--- src/rtl/jtframe_joyser_pkg.sv ---
// Shared state encoding and width helpers for the jtframe_joyser serial pad reader.
package jtframe_joyser_pkg;

    typedef enum logic [2:0] {
        IDLE     = 3'd0,
        LOAD     = 3'd1,
        SHIFT_LO = 3'd2,
        SHIFT_HI = 3'd3,
        LATCH    = 3'd4
    } joyser_state_e;

    function automatic int joyser_total(input int players, input int bits);
        return players * bits;
    endfunction

    // Counter width able to hold 0..n-1, never narrower than one bit.
    function automatic int joyser_cntw(input int n);
        return (n < 2) ? 1 : $clog2(n);
    endfunction

endpackage

--- src/rtl/jtframe_joyser_div.sv ---
// Phase timer: counts CLKDIV clk_sys cycles per joy_clk half-period and flags the last one.
module jtframe_joyser_div #(
    parameter int CLKDIV = 16
) (
    input  logic clk_sys,
    input  logic rst_n,
    input  logic restart_i,
    output logic tick_o
);
    import jtframe_joyser_pkg::*;

    localparam int W = joyser_cntw(CLKDIV);

    logic [W-1:0] cnt_q, cnt_d;

    assign tick_o = (cnt_q == W'(CLKDIV - 1));

    // Wrapping on the tick lets back-to-back phases run without a restart.
    always_comb begin
        cnt_d = cnt_q + 1'b1;
        if (restart_i || tick_o) cnt_d = '0;
    end

    always_ff @(posedge clk_sys or negedge rst_n) begin
        if (!rst_n) cnt_q <= '0;
        else        cnt_q <= cnt_d;
    end

endmodule

--- src/rtl/jtframe_joyser.sv ---
// Parametrised shift-register joystick reader with frame strobe and sticky OSD combo.
// Optional build macro JTFRAME_JOYSER_DEBOUNCE_EN: a bit changes only after two agreeing frames.
module jtframe_joyser #(
    parameter int              PLAYERS    = 2,
    parameter int              BITS       = 16,
    parameter int              CLKDIV     = 16,
    parameter int              POLL       = 1024,
    parameter int              ACTIVE_LOW = 1,
    parameter logic [BITS-1:0] COMBO_MASK = BITS'(16'h0C00)
) (
    input  logic                    clk_sys,
    input  logic                    rst_n,
    input  logic                    enable,
    input  logic                    combo_clr,
    output logic                    joy_clk,
    output logic                    joy_load,
    input  logic                    joy_data,
    output logic [PLAYERS*BITS-1:0] joystick,
    output logic                    valid,
    output logic                    combo
);
    import jtframe_joyser_pkg::*;

    localparam int TOTAL = joyser_total(PLAYERS, BITS);
    localparam int BCW   = $clog2(TOTAL + 1);
    localparam int PW    = joyser_cntw(POLL);

    joyser_state_e    state_q, state_d;
    logic [BCW-1:0]   bitcnt_q, bitcnt_d;
    logic [PW-1:0]    poll_q, poll_d;
    logic             fresh_q, fresh_d;
    logic [TOTAL-1:0] shadow_q, shadow_d;
    logic [TOTAL-1:0] joy_q, joy_d, frame_d;
    logic             combo_q, combo_d;
    logic             joy_clk_q, joy_load_q, valid_q;
    logic             sync1_q, sync2_q;
    logic             tick, latch, sample, set_combo;

    jtframe_joyser_div #(.CLKDIV(CLKDIV)) u_div (
        .clk_sys   (clk_sys),
        .rst_n     (rst_n),
        .restart_i ((state_q == IDLE) || (state_q == LATCH)),
        .tick_o    (tick)
    );

    assign sample = (ACTIVE_LOW != 0) ? ~sync2_q : sync2_q;

    always_comb begin
        state_d  = state_q;
        bitcnt_d = bitcnt_q;
        poll_d   = poll_q;
        fresh_d  = fresh_q;
        shadow_d = shadow_q;
        latch    = 1'b0;
        case (state_q)
            IDLE: begin
                // fresh_q stands in for "counter just reset" so the first frame needs no wait.
                if (enable && (fresh_q || poll_q == PW'(POLL - 1))) begin
                    state_d = LOAD;
                    fresh_d = 1'b0;
                end else if (poll_q != PW'(POLL - 1)) begin
                    poll_d = poll_q + 1'b1;
                end
            end
            LOAD: if (tick) begin
                state_d  = SHIFT_LO;
                bitcnt_d = '0;
            end
            SHIFT_LO: if (tick) begin
                for (int i = 0; i < TOTAL; i++)
                    if (bitcnt_q == BCW'(i)) shadow_d[i] = sample;
                if (bitcnt_q == BCW'(TOTAL - 1)) begin
                    state_d = LATCH;
                    latch   = 1'b1;
                end else begin
                    state_d = SHIFT_HI;
                end
            end
            SHIFT_HI: if (tick) begin
                bitcnt_d = bitcnt_q + 1'b1;
                state_d  = SHIFT_LO;
            end
            LATCH: begin
                poll_d  = '0;
                state_d = IDLE;
            end
            default: state_d = IDLE;
        endcase
    end

`ifdef JTFRAME_JOYSER_DEBOUNCE_EN
    logic [TOTAL-1:0] prev_q, agree;
    assign agree   = ~(shadow_d ^ prev_q);
    assign frame_d = (agree & shadow_d) | (~agree & joy_q);

    always_ff @(posedge clk_sys or negedge rst_n) begin
        if (!rst_n)     prev_q <= '0;
        else if (latch) prev_q <= shadow_d;
    end
`else
    assign frame_d = shadow_d;
`endif

    // The final bit is folded in via shadow_d so joystick and valid appear together in LATCH.
    assign set_combo = latch && ((frame_d[BITS-1:0] & COMBO_MASK) == COMBO_MASK);
    assign joy_d     = latch ? frame_d : joy_q;
    assign combo_d   = set_combo | (combo_q & ~combo_clr);

    always_ff @(posedge clk_sys or negedge rst_n) begin
        if (!rst_n) begin
            state_q    <= IDLE;
            bitcnt_q   <= '0;
            poll_q     <= '0;
            fresh_q    <= 1'b1;
            joy_q      <= '0;
            combo_q    <= 1'b0;
            joy_clk_q  <= 1'b0;
            joy_load_q <= 1'b0;
            valid_q    <= 1'b0;
        end else begin
            state_q    <= state_d;
            bitcnt_q   <= bitcnt_d;
            poll_q     <= poll_d;
            fresh_q    <= fresh_d;
            joy_q      <= joy_d;
            combo_q    <= combo_d;
            joy_clk_q  <= (state_d == SHIFT_HI);
            joy_load_q <= (state_d == LOAD);
            valid_q    <= (state_d == LATCH);
        end
    end

    always_ff @(posedge clk_sys) begin
        sync1_q  <= joy_data;
        sync2_q  <= sync1_q;
        shadow_q <= shadow_d;
    end

    assign joy_clk  = joy_clk_q;
    assign joy_load = joy_load_q;
    assign joystick = joy_q;
    assign valid    = valid_q;
    assign combo    = combo_q;

endmodule
--- config.mk ---
export PLATFORM = sky130hd
export DESIGN_NAME = jtframe_joyser
export DESIGN_NICKNAME = d
export VERILOG_FILES = /design/src/rtl/jtframe_joyser_pkg.sv /design/src/rtl/jtframe_joyser_div.sv /design/src/rtl/jtframe_joyser.sv
export SDC_FILE = /design/constraint.sdc
export NUM_CORES = 1
export LEC_CHECK = 0
export ABC_CLOCK_PERIOD_IN_PS = 1700
export CORE_MARGIN = 3
export CORE_UTILIZATION = 55
export DETAILED_ROUTE_END_ITERATION = 16
export DONT_BUFFER_PORTS = 1
export GPL_TIMING_DRIVEN = 0
export PLACE_DENSITY = 0.73
export SKIP_LAST_GASP = 1
export SLEW_MARGIN = 5
export SYNTH_ARGS = -nofsm -noshare
export SYNTH_HDL_FRONTEND = slang
export SYNTH_SLANG_ARGS = --single-unit
export TNS_END_PERCENT = 10
--- constraint.sdc ---
create_clock -name clk_sys -period 1.7 [get_ports clk_sys]
set_input_delay 0.085 -clock clk_sys [delete_from_list [all_inputs] [get_ports clk_sys]]
set_output_delay 0.085 -clock clk_sys [all_outputs]
set_load 0.02 [all_outputs]
==> results of run 1 <==
==> registers in the layout (all words and copies together) (netlist names) <==
register     cells
poll_q          10
u_div.cnt_q      4
sync1_q          1
fresh_q          1
combo            1
valid            1
sync2_q          1
shadow_q        31
state_q          3
joy_clk          1
joystick        32
joy_load         1
bitcnt_q         6
==> placed cells by master (no fill, tap or decap), types with 4 or more instances in the layout <==
cell and n:
a21o_1 4, a21oi_1 4, a22o_1 4, a31oi_1 10
and3_1 4, buf_2 7, buf_4 15, buf_6 5
clkbuf_1 4, clkbuf_8 9, dfrtp_1 56, dfxtp_1 33
dlygate4sd3_1 4, inv_1 9, mux2_4 4, nand2_1 43
nand2b_1 5, nand3_1 8, nor2_1 7, o21ai_0 31
o21ai_1 26, o21ai_2 16, o41ai_2 10, o41ai_4 6
or2_2 4, or3_4 6
==> through the flow <==
stage               setup TNS (ns)  area [sq um]  setup WS (ns)
detailed placement          -18.46          4110         -0.433
finish                       -8.41          4950         -0.198
floorplan                    -2.22          3990         -0.106
global route                -14.66          4950         -0.284
CTS                          -9.20          4780         -0.189
global placement            -15.59          4110         -0.391
==> kinds of logic (layout without fill, tap and decap cells) <==
kind of cell,Yosys count,in the layout,share of synthesized area
adders and majority gates,6,6,0.0189
buffers and inverters,37,70,0.0485
AOI/OAI and AO/OA,131,131,0.216
xor gates and xnor gates,2,2,0.00441
muxes,9,9,0.0287
and+or+nand+nor,101,102,0.139
DFF,93,93,0.545
==> area by class of cell <==
type | count | area [sq um]
Tap cell | 96 | 120
Multi-Input combinational cell | 250 | 1980
Clock inverter | 7 | 120
Buffer | 23 | 174
Inverter | 10 | 37.5
Clock buffer | 9 | 124
Fill cell | 504 | 1960
Timing Repair Buffer | 21 | 225
Sequential cell | 93 | 2170
==> worst register-to-register path, cell delays in order, from the launching register on <==
cell and delay, ns:
dfrtp_1 0.40, buf_6 0.15, or3b_4 0.42, or3_4 0.36, buf_8 0.17, mux2_4 0.30
==> how the worst min path moves through the flow <==
stage / startpoint / end / slack (ns)
2_1_floorplan: rst_n / bitcnt_q[0]$_DFFE_PN0P_ / -0.21
3_3_place_gp: rst_n / joystick[5]$_DFFE_PN0P_ / -0.21
3_5_place_dp: rst_n / joystick[5]$_DFFE_PN0P_ / -0.21
4_1_cts: enable / poll_q[8]$_DFFE_PN0P_ / 0.15
5_1_grt: enable / poll_q[8]$_DFFE_PN0P_ / 0.26
6_report: enable / poll_q[8]$_DFFE_PN0P_ / 0.17
==> what timing repair did <==
item	4_1_cts	5_1_grt
hold endpoints to repair	65	0
pin swaps	3	4
setup buffers	13	2
gates cloned	2	0
endpoints found under the setup margin	75	78
resized for setup	45	37
hold buffers	5	0
==> routing by layer <==
layer  global-route usage  vias up  part of all wire
li1                     -     1469                 -
met1                0.307     1518              0.44
met2                0.353       87              0.49
met3               0.0464       18             0.049
met4               0.0967        0             0.024
met5                    0        -                 0
==> report_power, final <==
part	switching, W	internal [W]	total, W
Sequential	0.00000228	0.00220	0.00220
Clock	0.000806	0.000985	0.00179
Combinational	0.0000384	0.0000156	0.0000540
Total	0.000847	0.00320	0.00405
==> impl_metrics.tcl, run 1 <==
set metrics [dict create \
    outcome "complete, but fails checks" \
    violations "negative setup slack" \
    skew_ns 0.0149 \
    required_ns 1.95 \
    yosysUniqueCellTypes 49 \
    cp_slowest_cell "or3b_4" \
    grt_pass1_wl_mm 15.1 \
    netlist_instances 379 \
    timing.final.crit_period_ns 1.90 \
    port_buffers 0 \
    grtUsageTotal 0.226 \
    holdPathStages 4 \
    vias_per_cell 6.07 \
    hpwl_mm 5.62 \
    finalCritPeriodShare 1.12 \
    yosys_warnings 0 \
    leakagePower_nw 2.05 \
    final_nets 419 \
    fin_cells 509 \
    final_util 0.716 \
    cts-buffers-inserted 9 \
    fmax_mhz 527 \
    num_vias 3092 \
    cts_tree "done" \
    synth_seq_cells 93 \
    setup_viol 64 \
    netlist_top_cells_area "dfrtp_1, dfxtp_1, o21ai_0, nand2_1, o41ai_1" \
    cts_max_level 3 \
    seq_area_frac_synth 0.545 \
    cts_buffer_depth 2 \
    slew_viol_final 0 \
    first_pass_iters 4 \
    fin_ws_ns -0.198 \
    placementRows 30 \
    drive_above_1_share 0.303 \
    hp-class "in -> reg" \
    worstPathCellList "buf_6 > or3b_4 > or3_4 > buf_8 > mux2_4" \
    critPathLaunchType "register" \
    arrival_ns 2.15 \
    gr-total-overflow 0 \
    critPathKind "reg -> reg" \
    whs_ns 0.167 \
    async_flop_share 0.645 \
    dieArea_sq_um 8280 \
    synth_top_area_cell "dfrtp_1" \
    startpoint "state_q[0]$_DFF_PN0_" \
    cts.sinks 93 \
    syn2layout_area_growth_pct 24.6 \
    die_h_microns 91.0 \
    critPathMaxFanout 10 \
    synth_top_area_share 0.372 \
    p_per_area_nw_per_um2 818 \
    end_kind "register" \
    dp_cells 475 \
    cap_violations 0 \
    die_x_microns 91.0 \
    maxSlewHeadroom 0.529 \
    worstMarginPinSlew_ns 0.707 \
    antenna_found_initial 0 \
    critPathBufInv 2 \
    reg2reg_from "state_q[0]$_DFF_PN0_" \
    ioPinCount 41 \
    r2r_slack_ns -0.20 \
    grt_pass1_vias 2993 \
    drtIter0Drc 167 \
    routed_wirelength_mm 9.55 \
    grt_max_degree 61 \
    rsz0062_at_grt "true" \
    synth_flop_cell "dfrtp_1" \
    ir_drop_mv 0.648 \
    netlist_top_cells_count "dfrtp_1, nand2_1, o21ai_0" \
    cp_top_family "simple AND/OR/NAND/NOR gates" \
    gp_congestion 0.798 \
    wire_per_inst_microns 18.8 \
    ant_nets 0 \
    synth-edff-count 0 \
    r2r-end "joystick[11]$_DFFE_PN0P_" \
    cpPeakStageDelay_ns 0.42 \
    initial_utilization 0.575 \
    power_w 0.00405 \
    synth.most_common_cell "dfrtp_1" \
    synth_fp_nets 390 \
    clkTransAtPathRegs_ns 0.09 \
    clock_latency_ns 0.37 \
    endpoint "joystick[11]$_DFFE_PN0P_" \
    reg2regPathDepth 5 \
    path_depth 5 \
    hold_violations 0 \
    synth.avg_cell_area_sq_um 10.5 \
    remaining_drc_errors 0 \
    n_antenna_cell 0 \
    netlist_area_sq_um 3970 \
    core_sq_um 6910 \
    cts-root-buf "clkbuf_8" \
]
(Power assumes the default switching activity.)
==> inputs of run 2 (changes only) <==
--- a/config.mk
+++ b/config.mk
@@ -8,6 +8,7 @@
 export ABC_CLOCK_PERIOD_IN_PS = 1700
 export CORE_MARGIN = 3
 export CORE_UTILIZATION = 55
+export CTS_BUF_LIST = sky130_fd_sc_hd__clkbuf_8
 export DETAILED_ROUTE_END_ITERATION = 16
 export DONT_BUFFER_PORTS = 1
 export GPL_TIMING_DRIVEN = 0
@@ -16,5 +17,6 @@
 export SLEW_MARGIN = 5
 export SYNTH_ARGS = -nofsm -noshare
 export SYNTH_HDL_FRONTEND = slang
+export SYNTH_HIERARCHICAL = 1
 export SYNTH_SLANG_ARGS = --single-unit
 export TNS_END_PERCENT = 10
==> impl_metrics.tcl, run 2 <==
set metrics [dict create \
    critPathKind "reg -> reg" \
    die_x_microns 89.2 \
    wire_per_inst_microns 16.1 \
    synth_flop_cell "dfrtp_1" \
    power_w 0.00404 \
    synth_top_area_cell "dfrtp_1" \
    async_flop_share 0.645 \
    seq_area_frac_synth 0.569 \
    ioPinCount 41 \
    grtUsageTotal 0.219 \
    drtIter0Drc 190 \
    clock_latency_ns 0.36 \
    rsz0062_at_grt "true" \
    finalCritPeriodShare 1.08 \
    dieArea_sq_um 7950 \
    grt_max_degree 61 \
    gr-total-overflow 0 \
    synth_fp_nets 392 \
    first_pass_iters 4 \
    synth_top_area_share 0.388 \
    mostFrequentLayoutCell "nand2_1" \
    register_area_sq_um 2160 \
    n_antenna_cell 0 \
    fin_ws_ns -0.143 \
    slew_viol_final 0 \
    fmax_mhz 543 \
    cpMostUsedCell "o21ai_0" \
    outcome "complete, but fails checks" \
    arrival_ns 2.07 \
    cpPeakStageDelay_ns 0.36 \
    drive_above_1_share 0.230 \
    cts_buffer_depth 2 \
    vias_per_cell 5.89 \
    netlist_instances 381 \
    synth_seq_cells 93 \
    tns_ns -2.61 \
    r2r_slack_ns -0.14 \
    placementRows 29 \
    ant_nets 0 \
    synth-edff-count 0 \
    num_vias 2931 \
    netlist_top_cells_area "dfrtp_1, dfxtp_1, o21ai_0, nand2_1, o31ai_1" \
    critPathMaxFanout 10 \
    holdPathStages 3 \
    end_kind "register" \
    critPathLaunchType "register" \
    yosysUniqueCellTypes 52 \
    required_ns 1.93 \
    cts_tree "done" \
    leakagePower_nw 1.94 \
    cts-root-buf "clkbuf_8" \
    fillerInstances 479 \
    grt_pass1_wl_mm 13.4 \
    hpwl_mm 5.09 \
    netlist_top_cells_count "o21ai_0, nand2_1, dfrtp_1" \
    worstPathCellList "ha_2 > and3_4 > and3b_2 > nand3_1 > o21ai_0 > o21ai_0" \
    ir_drop_mv 0.539 \
    cts-buffers-inserted 9 \
    cts_max_level 3 \
    routed_wirelength_mm 8.02 \
    grt_pass1_vias 2812 \
    multi_input_area_sq_um 1780 \
    cts.sinks 93 \
    p_per_area_nw_per_um2 872 \
    largest_reg_flops 32 \
    reg2reg_from "u_div/cnt_q[0]$_DFF_PN0_" \
    min_to "poll_q[8]$_DFFE_PN0P_" \
    timing.final.crit_period_ns 1.84 \
    port_buffers 0 \
    cap_violations 0 \
    skew_ns 0.0170 \
    initial_utilization 0.583 \
    r2r-end "shadow_q[17]$_DFF_P_" \
    maxSlewHeadroom 0.643 \
    synth.most_common_cell "o21ai_0" \
    worstHoldStart "enable" \
    remaining_drc_errors 0 \
    hold_violations 0 \
    die_h_microns 89.2 \
    reg2regPathDepth 6 \
    cp_slowest_cell "dfrtp_1" \
    worstMarginPinSlew_ns 0.536 \
    netlist_area_sq_um 3800 \
    clkTransAtPathRegs_ns 0.08 \
    violations "negative setup slack" \
    antenna_found_initial 0 \
    final_nets 427 \
    setup_viol 42 \
    mostFrequentLayoutCells "nand2_1, dfrtp_1, o21ai_0" \
    synth.avg_cell_area_sq_um 9.99 \
    gp_congestion 0.832 \
    hp-class "in -> reg" \
    yosys_warnings 6 \
    core_sq_um 6530 \
    syn2layout_area_growth_pct 21.6 \
]
-- run 2: repair_timing --
action	in CTS	in global routing
cloned	0	1
setup buffers	19	2
gates resized for setup	49	24
endpoints found under the hold margin	62	0
setup endpoints to repair	80	75
pin swaps	10	3
hold buffers	4	0
-- run 2: area by class of cell --
| class | count | area share |
|---|---|---|
| buffer | 16 | 0.0173 |
| inverter | 8 | 0.00703 |
| timing repair buffer | 25 | 0.0492 |
| multi-input combinational | 263 | 0.385 |
| clock inverter | 7 | 0.0262 |
| tap | 77 | 0.0208 |
| sequential | 93 | 0.468 |
| clock buffer | 9 | 0.0268 |
-- run 2: stage by stage --
step           utilization  std cells  hold WS (ns)  worst slack, ns  instance area (sq um)
3_5_place_dp         0.601        458        -0.209           -0.506                   3930
2_1_floorplan            -        381        -0.211           -0.150                   3830
6_report             0.708        498        0.0508           -0.143                   4630
3_3_place_gp         0.601        458        -0.209           -0.443                   3930
5_1_grt              0.708        498        0.0636           -0.243                   4630
4_1_cts              0.695        496        0.0350          -0.0935                   4540
-- run 2: how the worst max path moves through the flow --
stage	startpoint	endpoint	slack, ns	cells past startpoint
floorplan	u_div/cnt_q[0]$_DFF_PN0_	joystick[11]$_DFFE_PN0P_	-0.15	8
global placement	poll_q[0]$_DFFE_PN0P_	poll_q[1]$_DFFE_PN0P_	-0.44	6
detailed placement	poll_q[0]$_DFFE_PN0P_	poll_q[1]$_DFFE_PN0P_	-0.51	6
CTS	u_div/cnt_q[0]$_DFF_PN0_	joystick[11]$_DFFE_PN0P_	-0.09	8
global route	u_div/cnt_q[1]$_DFF_PN0_	shadow_q[1]$_DFF_P_	-0.24	7
finish	u_div/cnt_q[0]$_DFF_PN0_	shadow_q[17]$_DFF_P_	-0.14	6
-- run 2: logic make-up after synthesis --
group | share of synthesized area
and+or+nand+nor | 0.175
AOI/OAI and AO/OA | 0.194
DFF | 0.569
buffers and inverters | 0.0263
adders and majority gates | 0.0197
muxes | 0.0148
xor gates and xnor gates | 0.00230
-- run 2: power by group --
group | switching, W | leakage, nW | total [W] | internal (W)
clock | 0.000792 | 0.123 | 0.00178 | 0.000987
combinational | 0.0000382 | 0.765 | 0.0000522 | 0.0000140
sequential | 0.00000408 | 1.05 | 0.00221 | 0.00220
total | 0.000834 | 1.94 | 0.00404 | 0.00320
-- run 2: critical path, delay by kind of cell (launching register included) --
family                     cells  cell delay [ns]
adders and majority gates      1             0.18
AOI/OAI and AO/OA              2             0.43
DFF                            1             0.36
and+or+nand+nor                3             0.74
-- run 2: layer usage --
metal / global-route usage / share of wire / up-vias
met5: 0 / 0 / -
met2: 0.364 / 0.50 / 57
met3: 0.0323 / 0.034 / 15
li1: - / - / 1435
met1: 0.287 / 0.45 / 1424
met4: 0.0920 / 0.020 / 0
==> inputs of run 3 (changes only) <==
--- a/config.mk
+++ b/config.mk
@@ -5,6 +5,7 @@
 export SDC_FILE = /design/constraint.sdc
 export NUM_CORES = 1
 export LEC_CHECK = 0
+export ABC_AREA = 1
 export ABC_CLOCK_PERIOD_IN_PS = 1700
 export CORE_MARGIN = 3
 export CORE_UTILIZATION = 55
@@ -14,7 +15,6 @@
 export GPL_TIMING_DRIVEN = 0
 export PLACE_DENSITY = 0.73
 export SKIP_LAST_GASP = 1
-export SLEW_MARGIN = 5
 export SYNTH_ARGS = -nofsm -noshare
 export SYNTH_HDL_FRONTEND = slang
 export SYNTH_HIERARCHICAL = 1
==> impl_metrics.tcl, run 3 <==
set metrics [dict create \
    final_nets 566 \
    r2r-end "joystick[10]$_DFFE_PN0P_" \
    cts.sinks 93 \
    ant_nets 0 \
    grt_max_degree 61 \
    violations "negative setup slack" \
    mostFrequentLayoutCell "nand2_1" \
    setup_viol 53 \
    grt_pass1_wl_mm 14.2 \
    async_flop_share 0.645 \
    synth_top_family_by_area "simple AND/OR/NAND/NOR gates" \
    drive_above_1_share 0.207 \
    seq_area_frac_synth 0.518 \
    synth.most_common_cell "nand2_1" \
    cts-root-buf "clkbuf_8" \
    core_sq_um 7290 \
    synth_mux_area_frac 0 \
    cts_tree "done" \
    fillerInstances 600 \
    reg2reg_from "u_div/cnt_q[1]$_DFF_PN0_" \
    routed_wirelength_mm 8.73 \
    clkTransAtPathRegs_ns 0.10 \
    netlist_top_cells_area "dfrtp_1, dfxtp_1, nand2_1, inv_1, o21ai_1" \
    slew_viol_final 0 \
    critPathKind "reg -> reg" \
    clock_latency_ns 0.36 \
    grt_pass1_vias 3180 \
    yosysUniqueCellTypes 33 \
    mostFrequentLayoutCells "nand2_1, inv_1, dfrtp_1" \
    p_int_w 0.00295 \
    dpl_cell_area_sq_um 4310 \
    largest_reg_flops 32 \
    initial_utilization 0.573 \
    remaining_drc_errors 0 \
    netlist_instances 518 \
    synth-edff-count 0 \
    cts_buffer_depth 2 \
    combPwrFrac 0.016 \
    leakagePower_nw 2.48 \
    synthXorXnorAreaFrac 0.00629 \
    ir_drop_mv 0.579 \
    reg2regPathDepth 12 \
    switchingPower_w 0.000841 \
    ioPinCount 41 \
    p_per_area_nw_per_um2 763 \
    worstMarginPinSlew_ns 0.475 \
    placementRows 31 \
    synth_compound_area_frac 0.104 \
    arrival_ns 2.10 \
    pre_cts_ws_ns -0.281 \
    drtIter0Drc 216 \
    synth_top_area_share 0.353 \
    gr-total-overflow 0 \
    gp_congestion 0.835 \
    switching_share 0.222 \
    clockPowerShare 0.402 \
    r2r_slack_ns -0.11 \
    synth_simple_gate_area_frac 0.249 \
    port_buffers 0 \
    maxSlewHeadroom 0.683 \
    syn2layout_area_growth_pct 18.8 \
    whs_ns 0.246 \
    synth_top_area_cell "dfrtp_1" \
    cts_max_level 3 \
    antenna_found_initial 0 \
    n_antenna_cell 0 \
    finalCritPeriodShare 1.07 \
    synth.avg_cell_area_sq_um 8.07 \
    die_x_microns 93.2 \
    cts-buffers-inserted 9 \
    critPathMaxFanout 10 \
    hp-class "in -> async" \
    die_h_microns 93.2 \
    seqPwrFrac 0.582 \
    required_ns 1.99 \
    outcome "complete, but fails checks" \
    cap_violations 0 \
    multi_input_area_sq_um 1720 \
    wire_per_inst_microns 13.2 \
    final_area_sq_um 4960 \
    fmax_mhz 552 \
    timing.final.crit_period_ns 1.81 \
    hpwl_mm 5.62 \
    yosys_warnings 6 \
    rsz0062_at_grt "true" \
    synth_seq_cells 93 \
    dieArea_sq_um 8680 \
    netlist_area_sq_um 4180 \
    synth_flop_cell "dfrtp_1" \
    synth_fp_nets 529 \
    skew_ns 0.0149 \
    synth_fa_ha_area_frac 0.0180 \
    critPathLaunchType "register" \
    register_area_sq_um 2160 \
    netlist_top_cells_count "nand2_1, inv_1, dfrtp_1" \
    vias_per_cell 5.01 \
    num_vias 3302 \
    fin_ws_ns -0.112 \
    first_pass_iters 5 \
    end_kind "register" \
    power_w 0.00379 \
    grtUsageTotal 0.206 \
    hold_violations 0 \
]
-- run 3: cell types whose count changed after synthesis, sizes merged, moves of 5 or more --
| cell | previous run | this run |
|---|---|---|
| o21ai | 76 | 70 |
| a21o | 6 | 0 |
| buf | 2 | 12 |
| nor2b | 7 | 0 |
| nand3 | 11 | 18 |
| inv | 8 | 90 |
| a21oi | 8 | 3 |
| nand2 | 64 | 161 |
| mux2 | 5 | 0 |
| clkbuf | 16 | 1 |
| o31ai | 18 | 0 |
| nor2 | 9 | 45 |
-- run 3: kinds of logic after synthesis --
logic type	after synthesis
adders and majority gates	6
DFF	93
AOI/OAI and AO/OA	75
xor gates and xnor gates	3
and+or+nand+nor	238
buffers and inverters	103
-- run 3: metrics by stage --
step | utilization | cells | setup TNS, ns
6_report | 0.681 | 659 | -3.25
2_1_floorplan | - | 518 | 0
3_5_place_dp | 0.592 | 617 | -12.09
3_3_place_gp | 0.592 | 617 | -8.98
5_1_grt | 0.681 | 659 | -10.75
4_1_cts | 0.651 | 649 | -5.90
-- run 3: final cells by class --
| cell class | count | share of cell area |
|---|---|---|
| Sequential cell | 93 | 0.436 |
| Inverter | 90 | 0.0691 |
| Clock inverter | 6 | 0.0139 |
| Clock buffer | 10 | 0.0277 |
| Timing Repair Buffer | 24 | 0.0509 |
| Tap cell | 99 | 0.0249 |
| Buffer | 13 | 0.0280 |
| Timing Repair inverter | 2 | 0.00252 |
| Multi-Input combinational cell | 322 | 0.347 |
-- run 3: worst max-delay path, cell delays in order (launching register included) --
cell	delay, ns
dfrtp_1	0.40
ha_4	0.17
nand2_4	0.06
nor2_4	0.08
buf_6	0.12
nand3_4	0.09
inv_2	0.09
nand2_4	0.05
nor2_4	0.18
buf_4	0.17
inv_4	0.05
buf_6	0.14
o21ai_1	0.13
-- run 3: per-layer routing --
metal | GRT usage | vias to the layer above | part of all wire
li1 | - | 1653 | -
met1 | 0.275 | 1563 | 0.46
met2 | 0.333 | 72 | 0.47
met3 | 0.0402 | 14 | 0.050
met4 | 0.0757 | 0 | 0.020
met5 | 0 | - | 0
-- run 3: how the worst max path moves through the flow --
stage | startpoint | to | slack, ns
floorplan | u_div/cnt_q[0]$_DFF_PN0_ | joystick[12]$_DFFE_PN0P_ | 0.01
global placement | u_div/cnt_q[0]$_DFF_PN0_ | joystick[19]$_DFFE_PN0P_ | -0.22
detailed placement | u_div/cnt_q[0]$_DFF_PN0_ | joystick[1]$_DFFE_PN0P_ | -0.28
CTS | u_div/cnt_q[1]$_DFF_PN0_ | joystick[17]$_DFFE_PN0P_ | -0.14
global route | u_div/cnt_q[1]$_DFF_PN0_ | joystick[10]$_DFFE_PN0P_ | -0.20
finish | u_div/cnt_q[1]$_DFF_PN0_ | joystick[10]$_DFFE_PN0P_ | -0.11
-- run 3: power by group through the flow --
| stage | Sequential, W | Clock, W | Combinational (W) |
|---|---|---|---|
| floorplan | 0.00225 | 0 | 0.0000126 |
| global placement | 0.00225 | 0 | 0.0000167 |
| detailed placement | 0.00225 | 0 | 0.0000172 |
| CTS | 0.00220 | 0.00156 | 0.0000618 |
| global route | 0.00221 | 0.00164 | 0.0000698 |
| finish | 0.00220 | 0.00152 | 0.0000613 |
-- run 3: repair_timing --
item	4_1_cts	5_1_grt
setup endpoints to repair	75	81
cloned	4	4
pin swaps	3	8
gates resized for setup	27	37
hold endpoints to repair	63	0
hold buffers	5	0
setup buffers	7	6
